===== src/rtl/uart_tx_if.sv =====
// Byte-in / serial-out handshake bundle between a byte source and uart_tx.
interface uart_tx_if;
  logic       start;
  logic [7:0] data;
  logic       tx;
  logic       busy;
  logic       done;

  // Byte source side.
  modport master (
    output start,
    output data,
    input  tx,
    input  busy,
    input  done
  );

  // Transmitter side.
  modport slave (
    input  start,
    input  data,
    output tx,
    output busy,
    output done
  );
endinterface


===== src/rtl/uart_tx.sv =====
// 8N1 UART transmitter: start bit, 8 data bits (MSB-first by default), stop bit,
// then a one-cycle done pulse. All outputs are registered.
module uart_tx #(
  parameter int unsigned CYCLES    = 10416,
  parameter bit          MSB_FIRST = 1'b1
) (
  input  logic     clk,
  input  logic     rst,
  uart_tx_if.slave tx_if
);

  localparam int unsigned    CntW    = (CYCLES > 1) ? $clog2(CYCLES) : 1;
  localparam logic [CntW-1:0] LastCnt = CntW'(CYCLES - 1);

  typedef enum logic [2:0] {
    StIdle    = 3'd0,
    StStart   = 3'd1,
    StData    = 3'd2,
    StStop    = 3'd3,
    StCleanup = 3'd4
  } state_e;

  state_e          r_state, w_state;
  logic [CntW-1:0] r_cnt, w_cnt;
  logic [2:0]      r_bit, w_bit;
  logic [7:0]      r_shift, w_shift;
  logic            r_tx, w_tx;
  logic            r_busy, w_busy;
  logic            r_done, w_done;
  logic            w_cnt_last;

  // Bit currently at the transmit end of the shift register.
  function automatic logic head_bit(input logic [7:0] s);
    return MSB_FIRST ? s[7] : s[0];
  endfunction

  // Shift register after the head bit has been sent.
  function automatic logic [7:0] advance(input logic [7:0] s);
    return MSB_FIRST ? {s[6:0], 1'b0} : {1'b0, s[7:1]};
  endfunction

  assign w_cnt_last = (r_cnt == LastCnt);

  // State and registered outputs; reset forces the line high immediately.
  always_ff @(posedge clk or posedge rst) begin
    if (rst) begin
      r_state <= StIdle;
      r_cnt   <= '0;
      r_bit   <= '0;
      r_shift <= '0;
      r_tx    <= 1'b1;
      r_busy  <= 1'b0;
      r_done  <= 1'b0;
    end else begin
      r_state <= w_state;
      r_cnt   <= w_cnt;
      r_bit   <= w_bit;
      r_shift <= w_shift;
      r_tx    <= w_tx;
      r_busy  <= w_busy;
      r_done  <= w_done;
    end
  end

  // Next-state and next-output logic; outputs are computed one cycle ahead.
  always_comb begin
    w_state = r_state;
    w_cnt   = r_cnt;
    w_bit   = r_bit;
    w_shift = r_shift;
    w_tx    = r_tx;
    w_busy  = r_busy;
    w_done  = 1'b0;

    case (r_state)
      StIdle: begin
        w_tx   = 1'b1;
        w_busy = 1'b0;
        if (tx_if.start) begin
          w_state = StStart;
          w_shift = tx_if.data;
          w_cnt   = '0;
          w_bit   = '0;
          w_tx    = 1'b0;
          w_busy  = 1'b1;
        end
      end

      StStart: begin
        if (w_cnt_last) begin
          w_state = StData;
          w_cnt   = '0;
          w_tx    = head_bit(r_shift);
        end else begin
          w_cnt = r_cnt + 1'b1;
        end
      end

      StData: begin
        if (w_cnt_last) begin
          w_cnt = '0;
          if (r_bit == 3'd7) begin
            w_state = StStop;
            w_tx    = 1'b1;
          end else begin
            w_bit   = r_bit + 1'b1;
            w_shift = advance(r_shift);
            w_tx    = head_bit(w_shift);
          end
        end else begin
          w_cnt = r_cnt + 1'b1;
        end
      end

      StStop: begin
        if (w_cnt_last) begin
          w_state = StCleanup;
          w_cnt   = '0;
          w_done  = 1'b1;
        end else begin
          w_cnt = r_cnt + 1'b1;
        end
      end

      StCleanup: begin
        w_state = StIdle;
        w_tx    = 1'b1;
        w_busy  = 1'b0;
      end

      default: begin
        w_state = StIdle;
        w_cnt   = '0;
        w_bit   = '0;
        w_tx    = 1'b1;
        w_busy  = 1'b0;
      end
    endcase
  end

  assign tx_if.tx   = r_tx;
  assign tx_if.busy = r_busy;
  assign tx_if.done = r_done;

endmodule

===== src/flat_wrapper.sv =====
// flat-port wrapper written by rule: the top's interface ports become plain ports
module uart_tx_flat 
#(
  parameter int unsigned CYCLES    = 10416,
  parameter bit          MSB_FIRST = 1'b1
)
  (clk, rst, tx_if_start, tx_if_data, tx_if_tx, tx_if_busy, tx_if_done);
  uart_tx_if tx_if_i ();
  input  logic clk;
  input  logic rst;
  input wire logic [$bits(tx_if_i.start)-1:0] tx_if_start;
  input wire logic [$bits(tx_if_i.data)-1:0] tx_if_data;
  output wire logic [$bits(tx_if_i.tx)-1:0] tx_if_tx;
  output wire logic [$bits(tx_if_i.busy)-1:0] tx_if_busy;
  output wire logic [$bits(tx_if_i.done)-1:0] tx_if_done;
  assign tx_if_i.start = tx_if_start;
  assign tx_if_i.data = tx_if_data;
  assign tx_if_tx = tx_if_i.tx;
  assign tx_if_busy = tx_if_i.busy;
  assign tx_if_done = tx_if_i.done;
  uart_tx #(.CYCLES(CYCLES), .MSB_FIRST(MSB_FIRST)) u_core (.clk(clk), .rst(rst), .tx_if(tx_if_i));
endmodule

===== config.mk =====
export PLATFORM = sky130hd
export DESIGN_NAME = uart_tx_flat
export DESIGN_NICKNAME = d
export VERILOG_FILES = /design/src/rtl/uart_tx_if.sv /design/src/rtl/uart_tx.sv /design/src/flat_wrapper.sv
export SDC_FILE = /design/constraint.sdc
export NUM_CORES = 1
export LEC_CHECK = 0
export CAP_MARGIN = 40
export CORE_MARGIN = 4
export CORE_UTILIZATION = 40
export CTS_CLUSTER_DIAMETER = 120
export DETAILED_ROUTE_END_ITERATION = 10
export PLACE_DENSITY = 0.67
export SLEW_MARGIN = 20
export SYNTH_ARGS = -nofsm -noshare
export SYNTH_HDL_FRONTEND = slang
export SYNTH_SLANG_ARGS = --single-unit

===== constraint.sdc =====
create_clock -name clk -period 2.3 [get_ports clk]
set_input_delay 0.575 -clock clk [delete_from_list [all_inputs] [get_ports clk]]
set_output_delay 0.575 -clock clk [all_outputs]
set_load 0.05 [all_outputs]

# == Word-level counts from Yosys, hierarchy flattened ==
# Index checks and enable logic that the tools add are counted.
# word_totals
in_bits,11
regBits,31
elab_cells,59
output_inout_bits,3
# op_classes
n_eq_ne,12
mux,26
n_reduce_logical,9
add_sub_neg,2
bitwise_logic,3
# op_table
operator,n
one-hot mux 14 bit (3 select lines),1
two-way mux 14 bit,2
two-way mux 3 bit,8
two-way mux 8 bit,3
one-hot mux 8 bit (2 select lines),1
"adder 14 x 1 -> 14 bit, second input constant",1
"equality test 14 bit, second input constant",1
one-hot mux 3 bit (4 select lines),1
one-hot mux 3 bit (3 select lines),1
"inequality test 2 x 1 -> 1 bit, second input constant",4
AND reduction 4 bit,2
two-way mux 1 bit,7
"equality test 3 x 2 -> 1 bit, second input constant",2
"equality test 3 bit, second input constant",2
OR reduction 3 bit,2
AND reduction 5 bit,1
"inequality test 2 bit, second input constant",2
one-hot mux 1 bit (4 select lines),1
"adder 3 x 1 -> 3 bit, second input constant",1
"equality test 3 x 1 -> 1 bit, second input constant",1
logical NOT 3 bit,1
NOT 1 bit,3
AND reduction 3 bit,1
one-hot mux 1 bit (2 select lines),1
2 further kinds,2

# == Longest topological paths before layout ==
# depth
depth_word,4
ltp_mapped,7
ltp_nobuf,6

# == Worst setup path before layout ==
# OpenSTA, ideal clock, no wires.
# synth_timing
path_type,flip-flop to flip-flop
startpoint,register u_core.r_cnt[10]
endpoint,register u_core.r_bit[0]
setup_slack_ps,40
stages_incl_launch_ff,6
synth_period_minus_slack_ps,2260
required_ps,2175
arrival_time_ps,2135
setup_time_ps,125
path_cell_list,dfrtp_1 -> or4b_1 -> or4_1 -> buf_6 -> a211oi_4 -> mux2_4
# synth_via
elab_chain_cells,3
# synth_lines
element,line_no,source
start: declaration,uart_tx.sv:24,"logic [CntW-1:0] r_cnt, w_cnt;"
start signal: assignment,uart_tx.sv:56,r_cnt <= w_cnt;
equality test 14 bit,uart_tx.sv:42,assign w_cnt_last = (r_cnt == LastCnt);
inequality test 2 x 1 -> 1 bit (no source line),n/a,
AND reduction 4 bit (no source line),n/a,
end signal: assignment,uart_tx.sv:57,r_bit <= w_bit;
end: declaration,uart_tx.sv:25,"logic [2:0] r_bit, w_bit;"
# Every way passes these cells.
# A chain may end at the register's enable or synchronous reset.

# == Worst setup path after layout ==
# layout_timing
startpoint,register u_core.r_tx (netlist: u_core.tx_if.tx)
endpoint,output port tx_if_tx
# layout_rtl
element,line_no,source
start: declaration,uart_tx.sv:27,"logic r_tx, w_tx;"
start signal: assignment,uart_tx.sv:59,r_tx <= w_tx;
end: declaration,flat_wrapper.sv:13,output wire logic [$bits(tx_if_i.tx)-1:0] tx_if_tx;
# No word-level cell between the ends.

==> impl_metrics.sql <==
INSERT INTO impl_metrics (metric_group, metric, value, unit) VALUES
('setup_path', 'worstPathCellList', 'clkdlybuf4s50_1', ''),
('detailed_routing', 'drt_pre_antenna_iters', '4', ''),
('floorplan', 'die_w', '73.7', 'um'),
('setup_path', 'cpPeakStageDelay', '0.80', 'ns'),
('setup_path', 'setup.worst_path.end', 'tx_if_tx', ''),
('logic_synthesis', 'synthMostInstantiatedCell', 'dfrtp_1', ''),
('detailed_routing', 'wl_per_cell', '14.0', 'um'),
('cts', 'clock-root-buffer', 'clkbuf_8', ''),
('power_and_ir_drop', 'max-vdd-ir-drop', '403', 'uV'),
('floorplan', 'io_pins', '14', ''),
('detailed_routing', 'detail_route.vias_per_cell', '5.64', ''),
('final_layout', 'area_growth_syn_to_fin', '19.0', '%'),
('placement', 'io_buffers', '13', ''),
('logic_synthesis', 'ffs_w_async_s_r_synth', '100', '%'),
('logic_synthesis', 'library_cell_occupying_the_most_area_in_the_post_synthesis_netlist', 'dfrtp_1', ''),
('logic_synthesis', 'synth.net_count', '185', ''),
('cts', 'worst_setup_hold_path_clk_slew', '0.06', 'ns'),
('logic_synthesis', 'cell_count_after_synthesis', '171', ''),
('timing', 'fin_skew', '0.00516', 'ns'),
('timing', 'report.final.slew_viol_count', '0', ''),
('setup_path', 'critical_path_depth', '1', ''),
('detailed_routing', 'detailroute.via_count', '1377', ''),
('setup_path', 'crit_start', 'u_core.tx_if.tx$_DFFE_PP1P_', ''),
('final_layout', 'layout.cell_area.non_filler', '2050', 'um2'),
('setup_path', 'crit_slowest_cell', 'clkdlybuf4s50_1', ''),
('timing', 'final_critical_path_setup_slack', '0.0999', 'ns'),
('setup_path', 'timing.critical_path.buf_inv', '1', ''),
('setup_path', 'worst_ep_required_time', '1.73', 'ns'),
('timing', 'setup-violations-final', '0', ''),
('timing', 'finalCritPeriodShare', '95.7', '%'),
('logic_synthesis', 'postSynthRegisterBits', '31', ''),
('outcome', 'outcome', 'complete, no violations', ''),
('power_and_ir_drop', 'fin_total_pwr', '0.984', 'mW'),
('cts', 'cts_hold_repair.buffers', '0', ''),
('final_layout', 'post_route_cells_drive_above_1_share', '20.6', '%'),
('final_layout', 'fin_util', '50.2', '%'),
('setup_path', 'timing.rr.end', 'u_core.r_shift[5]$_DFFE_PP0P_', ''),
('timing', 'total_negative_setup_slacks', '0', 'ns'),
('setup_path', 'crit_path_max_fanout', '3', ''),
('floorplan', 'die_h', '73.7', 'um'),
('final_layout', 'num-nets-final', '207', ''),
('final_layout', 'multiInputGateArea', '863', 'um2'),
('setup_path', 'worst-r2r-cell-count', '4', ''),
('detailed_routing', 'remaining_drc_errors', '0', ''),
('flow_run', 'max_cap_violations', '0', ''),
('logic_synthesis', 'synth.distinct_cells', '43', ''),
('setup_path', 'worstPathArrival', '1.63', 'ns'),
('setup_path', 'timing.critical_path.max_delay_family', 'buffers and inverters', ''),
('cts', 'clock_buffer_count_from_cts', '5', ''),
('timing', 'max_clock_freq', '455', 'MHz'),
('floorplan', 'fp.dieArea', '5430', 'um2'),
('final_layout', 'stdcell_count', '244', ''),
('timing', 'worst-slew-pin-transition', '0.625', 'ns'),
('logic_synthesis', 'count_of_flip_flops_with_a_built_in_enable_after_synthesis', '0', ''),
('logic_synthesis', 'synthTopCellsByArea', 'dfrtp_1 (44%), mux2_2 (9.8%), a31oi_1 (3.6%), nand2_1 (3.0%), o21ai_0 (2.9%)', ''),
('logic_synthesis', 'yosys_warnings', '0', ''),
('detailed_routing', 'detailedRoute.firstIterationViolations', '89', ''),
('floorplan', 'start_util', '42.2', '%'),
('placement', 'pre_cts_ws', '-0.0742', 'ns'),
('logic_synthesis', 'netlist_area', '1730', 'um2'),
('timing', 'fin_hold_ws', '0.507', 'ns'),
('setup_path', 'critPathKind', 'reg2out', ''),
('final_layout', 'n_fill_cell', '377', ''),
('cts', 'cts.sinks', '31', ''),
('floorplan', 'rows', '23', ''),
('global_routing', 'total_global_routing_track_utilization', '14.4', '%'),
('logic_synthesis', 'post_synth_top_cells', 'dfrtp_1 (30), mux2_2 (15), nand2_1 (14), a31oi_1 (10), o21ai_0 (10)', ''),
('floorplan', 'placeable_core_area', '4090', 'um2'),
('cts', 'cts.htree.levels', '2', ''),
('detailed_routing', 'postRouteWirelength', '3410', 'um'),
('timing', 'unrepaired_setup_endpoints_after_global_routing', 'no', '');
-- cell families after synthesis --
family	Yosys count	synth area share (%)
adders and majority gates	3	2.18
xor gates and xnor gates	3	1.52
DFF	31	45.0
buffers and inverters	21	5.15
and+or+nand+nor	57	18.9
muxes	18	11.8
AOI/OAI and AO/OA	38	15.4
-- worst register-to-register path, stage by stage, from the launching register on --
cell	delay (ns)
dfrtp_1	0.38
or4b_1	0.53
or4_4	0.49
a21oi_4	0.31
mux2_2	0.37
-- layout make-up --
| type | count | area share, % |
|---|---|---|
| well taps | 50 | 3.05 |
| clock inverters | 1 | 0.244 |
| multi-input cells | 119 | 42.0 |
| clock buffers | 7 | 3.72 |
| flip-flops and latches | 31 | 37.8 |
| inverters | 9 | 1.65 |
| repair buffers | 27 | 11.5 |
-- worst min-delay path by stage --
stage,cells past startpoint,startpoint,end
CTS,1,u_core.r_shift[3]$_DFFE_PP0P_,u_core.r_shift[3]$_DFFE_PP0P_
detailed placement,1,u_core.r_shift[3]$_DFFE_PP0P_,u_core.r_shift[3]$_DFFE_PP0P_
global placement,1,u_core.r_shift[4]$_DFFE_PP0P_,u_core.r_shift[4]$_DFFE_PP0P_
global route,1,u_core.r_shift[0]$_DFFE_PP0P_,u_core.r_shift[0]$_DFFE_PP0P_
floorplan,1,u_core.r_shift[0]$_DFFE_PP0P_,u_core.r_shift[0]$_DFFE_PP0P_
finish,1,u_core.r_shift[5]$_DFFE_PP0P_,u_core.r_shift[5]$_DFFE_PP0P_
-- where the power goes --
part	switching (mW)	total, mW	internal, mW
registers	0	0.545	0.545
clock network	0.191	0.402	0.212
logic	0.0154	0.0364	0.0209
total	0.206	0.984	0.778
-- per-layer routing --
metal	vias up	global-route usage, %	wire (um)
met5	-	0	0
met1	666	18.2	1560
met4	0	4.02	41
met2	30	23.7	1670
met3	6	4.38	133
li1	675	-	-
-- registers in the layout, summed over array words and instances (netlist names) --
register,count
u_core.r_shift,8
u_core.tx_if.busy,1
u_core.r_bit,3
u_core.r_cnt,14
u_core.r_state,3
u_core.tx_if.tx,1
u_core.tx_if.done,1
-- cell usage in the layout (no fill, tap or decap), types with 6 or more instances in the layout --
cell type,Yosys,final
nand3_1,8,8
nand2_1,14,14
clkdlybuf4s50_1,0,13
o21ai_0,10,10
inv_1,9,9
nor2_1,6,6
dfrtp_1,30,30
a31oi_1,10,10
buf_4,0,14
mux2_2,15,15
-- repair_timing --
item | 4_1_cts | 5_1_grt
setup endpoints to repair | 19 | 0
gates resized for setup | 1 | 0
hold endpoints to repair | 0 | 0
No activity file was read; power rests on OpenSTA's default activity.
